<file path="src/rtl/unified_mem_arbiter.sv">
// Arbiter sharing one fixed-latency single-ported memory between an instruction-fetch
// port and a data-access port; D wins ties unless it was granted last.
module unified_mem_arbiter #(
    parameter int WORD_SIZE   = 16,
    parameter int MEM_LATENCY = 2
) (
    input  logic                 clk,
    input  logic                 reset_n,
    input  logic                 i_req,
    input  logic [WORD_SIZE-1:0] i_addr,
    output logic [WORD_SIZE-1:0] i_rdata,
    output logic                 i_ready,
    input  logic                 d_read,
    input  logic                 d_write,
    input  logic [WORD_SIZE-1:0] d_addr,
    input  logic [WORD_SIZE-1:0] d_wdata,
    output logic [WORD_SIZE-1:0] d_rdata,
    output logic                 d_ready,
    output logic                 m_read,
    output logic                 m_write,
    output logic [WORD_SIZE-1:0] m_addr,
    output logic [WORD_SIZE-1:0] m_wdata,
    input  logic [WORD_SIZE-1:0] m_rdata,
    output logic                 busy
);

    localparam int CNT_W = 4;

    typedef enum logic [1:0] {
        ST_IDLE = 2'd0,
        ST_BUSY = 2'd1,
        ST_RESP = 2'd2
    } state_t;

    state_t             state_r;
    logic [CNT_W-1:0]   cnt_r;
    logic               last_grant_r;   // 1'b1 = D was granted last
    logic               grant_d_r;      // port owning the current access
    logic               d_pend_s;
    logic               take_d_s;

    assign d_pend_s = d_read | d_write;
    assign take_d_s = d_pend_s & (~i_req | ~last_grant_r);

    // Arbitration FSM with all outputs registered
    always_ff @(posedge clk or negedge reset_n) begin
        if (!reset_n) begin
            state_r      <= ST_IDLE;
            cnt_r        <= {CNT_W{1'b0}};
            last_grant_r <= 1'b0;
            grant_d_r    <= 1'b0;
            i_rdata      <= {WORD_SIZE{1'b0}};
            d_rdata      <= {WORD_SIZE{1'b0}};
            i_ready      <= 1'b0;
            d_ready      <= 1'b0;
            m_read       <= 1'b0;
            m_write      <= 1'b0;
            m_addr       <= {WORD_SIZE{1'b0}};
            m_wdata      <= {WORD_SIZE{1'b0}};
            busy         <= 1'b0;
        end else begin
            case (state_r)
                ST_IDLE: begin
                    i_ready <= 1'b0;
                    d_ready <= 1'b0;
                    if (take_d_s) begin
                        m_addr       <= d_addr;
                        last_grant_r <= 1'b1;
                        grant_d_r    <= 1'b1;
                        cnt_r        <= CNT_W'(MEM_LATENCY - 1);
                        busy         <= 1'b1;
                        state_r      <= ST_BUSY;
                        // a simultaneous read+write is carried out as a write only
                        if (d_write) begin
                            m_write <= 1'b1;
                            m_wdata <= d_wdata;
                        end else begin
                            m_read  <= 1'b1;
                        end
                    end else if (i_req) begin
                        m_addr       <= i_addr;
                        m_read       <= 1'b1;
                        last_grant_r <= 1'b0;
                        grant_d_r    <= 1'b0;
                        cnt_r        <= CNT_W'(MEM_LATENCY - 1);
                        busy         <= 1'b1;
                        state_r      <= ST_BUSY;
                    end else begin
                        state_r <= ST_IDLE;
                    end
                end
                ST_BUSY: begin
                    if (cnt_r != {CNT_W{1'b0}}) begin
                        cnt_r <= cnt_r - {{(CNT_W-1){1'b0}}, 1'b1};
                    end else begin
                        if (m_read && grant_d_r) begin
                            d_rdata <= m_rdata;
                        end else if (m_read) begin
                            i_rdata <= m_rdata;
                        end else begin
                            d_rdata <= d_rdata;
                        end
                        m_read  <= 1'b0;
                        m_write <= 1'b0;
                        d_ready <= grant_d_r;
                        i_ready <= ~grant_d_r;
                        state_r <= ST_RESP;
                    end
                end
                ST_RESP: begin
                    i_ready <= 1'b0;
                    d_ready <= 1'b0;
                    busy    <= 1'b0;
                    state_r <= ST_IDLE;
                end
                default: begin
                    i_ready <= 1'b0;
                    d_ready <= 1'b0;
                    m_read  <= 1'b0;
                    m_write <= 1'b0;
                    busy    <= 1'b0;
                    state_r <= ST_IDLE;
                end
            endcase
        end
    end

endmodule

</file>
<file path="config.mk">
export PLATFORM = sky130hd
export DESIGN_NAME = unified_mem_arbiter
export DESIGN_NICKNAME = d
export VERILOG_FILES = /design/src/rtl/unified_mem_arbiter.sv
export SDC_FILE = /design/constraint.sdc
export NUM_CORES = 1
export LEC_CHECK = 0
export CAP_MARGIN = 20
export CORE_UTILIZATION = 25
export CTS_CLUSTER_DIAMETER = 60
export DETAILED_ROUTE_END_ITERATION = 7
export HOLD_SLACK_MARGIN = 0.06
export SLEW_MARGIN = 20
export SYNTH_ARGS = -nofsm -noshare
export SYNTH_HDL_FRONTEND = slang
export SYNTH_SLANG_ARGS = --single-unit
</file>
<file path="constraint.sdc">
create_clock -name clk -period 2.9 [get_ports clk]
set_input_delay 0.87 -clock clk [delete_from_list [all_inputs] [get_ports clk]]
set_output_delay 0.87 -clock clk [all_outputs]
set_load 0.1 [all_outputs]
</file>
==> summary.md <==
| Metric | Value |
|---|---|
| Status | complete, no violations |
| Largest stage delay, worst path | 0.63 ns |
| Total clock sinks | 76 |
| Mapped Nets | 300 |
| Area contributors post-synth | dfrtp_1 60%, mux2_2 13%, mux2i_1 5.7% |
| Clk_skew | 0.00715 ns |
| Vias in the first global route | 2,305 |
| Worst reg2reg endpoint | i_rdata[5]$_DFFE_PN0P_ |
| Mean Syn Cell Area | 13.8 µm² |
| CORE AREA | 0.0122 mm² |
| CP arrival | 2.49 ns |
| Max Cap Viol | 0 |
| Max Transition Viols Final | 0 |
| Reg-to-reg slack, setup | 0.61 ns |
| CP delay by family, top | simple AND/OR/NAND/NOR gates |
| Yosys warnings | 0 |
| Fin crit period | 2.29 ns |
| Horiz. Die Dim | 115 µm |
| DRC viols | 0 |
| Worst Setup EP | i_rdata[5]$_DFFE_PN0P_ |
| Clk Latency, worst-skew pair | 0.32 ns |
| # rows | 40 |
| Syn-to-layout area delta | 52.0% |
| Yosys cell types | 33 |
| R2r startpoint | cnt_r[0]$_DFFE_PN0P_ |
| Die Ht | 115 µm |
| Period utilization | 0.789 |
| Fin util | 0.396 |
| Register area share after synthesis | 0.600 |
| WP buf/inv | 1 |
| Unrepaired setup endpoints after global routing | false |
| Levels on crit path | 5 |
| Detailed route wirelength on metal2 | 3250 µm |
| Worst-path fanout max | 16 |
| Hold buffer count at CTS | 0 |
| Clock Path Buffers | 2 |
| Slowest stage cell, crit path | or4_4 |
| Slew headroom | 0.666 |
| Worst-path clk slew | 0.06 ns |
| Synth Register Bits | 76 |
| DRT Wirelength | 7210 µm |
| CP Data Required Time | 3.10 ns |
| Share of layout cells above drive strength 1 | 0.381 |
| First-pass GRT wire length | 11,600 µm |
| Mapped Area | 0.00317 mm² |
| Total track usage | 0.114 |
| Predominant post-synthesis flop cell | dfrtp_1 |
| Asr flop ratio synth | 1.00 |
| Hold Path Class | reg2reg |
| Grt ovf | 0 |
| Post-Syn Instances | 229 |
| CP endpoint kind | flip-flop |
| CTS tree | yes |
| M1 wire length | 3250 µm |
| Post-synth top area cell | dfrtp_1 |
| PostCTS Resize Cnt | 0 |
| DRT antenna net count | 0 |
| Critical setup path kind | reg2reg |
| Setup tns final | 0 ns |
| Initial antenna violation count | 0 |
| Post-CTS setup buffer count | 0 |
| Pin count of the biggest net entering global routing | 41 |
| Diodes inserted | 0 |
| FF-to-FF path depth | 5 |
| CP cell instances | inv_1, ha_1, or3b_1, or4_4, mux2_4 |
| RD Place Congestion | 0.712 |
| Hold Vio Cnt, Final | 0 |
| H-tree depth | 3 |
| Die area | 0.0131 mm² |
| Top layer in use | met4 |
| TritonCTS Buffers | 9 |
| Fmax | 437 MHz |
| CP startpoint | cnt_r[0]$_DFFE_PN0P_ |
| DR iter-0 viols | 78 |
| Wire per inst | 13.3 µm |
| Met3 wire len | 637 µm |
| Setup violators final | 0 |
| DRT Pass-1 Iters | 4 |
| Root Driver | clkbuf_16 |
| CP startpoint kind | flip-flop |
| Final #Nets | 442 |
| DR vias | 2,318 |
| Initial Util | 0.261 |
| Number of port buffers | 137 |
| Worst Tran Pin Value | 0.500 ns |
| DP Wirelength | 5300 µm |
| Synth top area share | 0.600 |
| Number of synthesized flops with an enable pin | 0 |
| IO Count | 138 |
| Post-DR vias/cell | 4.27 |
[synth_stat cells, types with 2 or more instances]
cell,instances
a21oi_1,2
mux2_4,10
o2bb2ai_1,3
nor3_1,4
nand2_1,4
mux2_2,38
nand3_1,3
ha_1,2
buf_6,2
nor2_1,3
mux2i_1,18
clkbuf_1,6
inv_1,5
o21ai_0,35
dfrtp_1,76
[cell families after synthesis]
kind of cell | synth area share
adder cells (fa/ha/maj) | 0.00789
flip-flops | 0.600
multiplexers | 0.239
AND/OR/NAND/NOR | 0.0391
buffers and inverters | 0.0304
AO/OA/AOI/OAI | 0.0837
[per-layer routing]
layer | vias to the layer above | global-route usage
met1 | 1099 | 0.146
met3 | 9 | 0.0408
met5 | - | 0
li1 | 1110 | -
met2 | 100 | 0.177
met4 | 0 | 0.0442
[area by class of cell]
| class | instances | area [µm²] |
|---|---|---|
| Sequential cell | 76 | 1900 |
| Fill cell | 1203 | 7340 |
| Clock buffer | 9 | 225 |
| Multi-Input combinational cell | 137 | 1180 |
| Tap cell | 168 | 210 |
| Clock inverter | 6 | 32.5 |
| Inverter | 5 | 18.8 |
| Timing Repair Buffer | 142 | 1250 |
[through the flow]
step                      area, µm²  hold slack (ns)  cells  worst slack (ns)
after floorplan                3170            0.455    229             0.610
after global placement         4560            0.480    528             0.391
after detailed placement       4560            0.486    528             0.344
after CTS                      4820            0.494    543             0.612
after global routing           4820            0.517    543             0.525
final                          4820            0.480    543             0.611
[layout by cell type (no fill, tap or decap), types with 2 or more instances in the layout]
cell type / synthesis / layout
nor3_1: 4 / 3
clkdlybuf4s50_1: 0 / 67
inv_1: 5 / 5
clkinv_2: 0 / 5
buf_4: 1 / 74
mux2_2: 38 / 38
clkbuf_16: 0 / 9
dfrtp_1: 76 / 76
a21oi_1: 2 / 2
nor2_1: 3 / 3
nand3_1: 3 / 3
o21ai_0: 35 / 35
mux2i_1: 18 / 18
o2bb2ai_1: 3 / 2
ha_1: 2 / 2
mux2_4: 10 / 10
nor3_2: 1 / 2
nand2_1: 4 / 4
[state kept, by name, indices dropped and copies added, names as in the netlist]
| signal | flops |
|---|---|
| cnt_r | 4 |
| m_addr | 16 |
| busy | 1 |
| m_write | 1 |
| grant_d_r | 1 |
| d_ready | 1 |
| m_read | 1 |
| state_r | 2 |
| m_wdata | 16 |
| d_rdata | 16 |
| i_rdata | 16 |
| i_ready | 1 |
[worst min-delay path by stage]
stage / startpoint / end / slack [ns] / cells after the start
2_1_floorplan: cnt_r[3]$_DFFE_PN0P_ / cnt_r[3]$_DFFE_PN0P_ / 0.46 / 1
3_3_place_gp: cnt_r[3]$_DFFE_PN0P_ / cnt_r[3]$_DFFE_PN0P_ / 0.48 / 1
3_5_place_dp: cnt_r[3]$_DFFE_PN0P_ / cnt_r[3]$_DFFE_PN0P_ / 0.49 / 1
4_1_cts: cnt_r[3]$_DFFE_PN0P_ / cnt_r[3]$_DFFE_PN0P_ / 0.49 / 1
5_1_grt: i_ready$_DFFE_PN0N_ / i_ready$_DFFE_PN0N_ / 0.52 / 1
6_report: cnt_r[3]$_DFFE_PN0P_ / cnt_r[3]$_DFFE_PN0P_ / 0.48 / 1
Power is not shown: default switching activity piles up to over one toggle a cycle in this logic, so the estimate is an artifact.
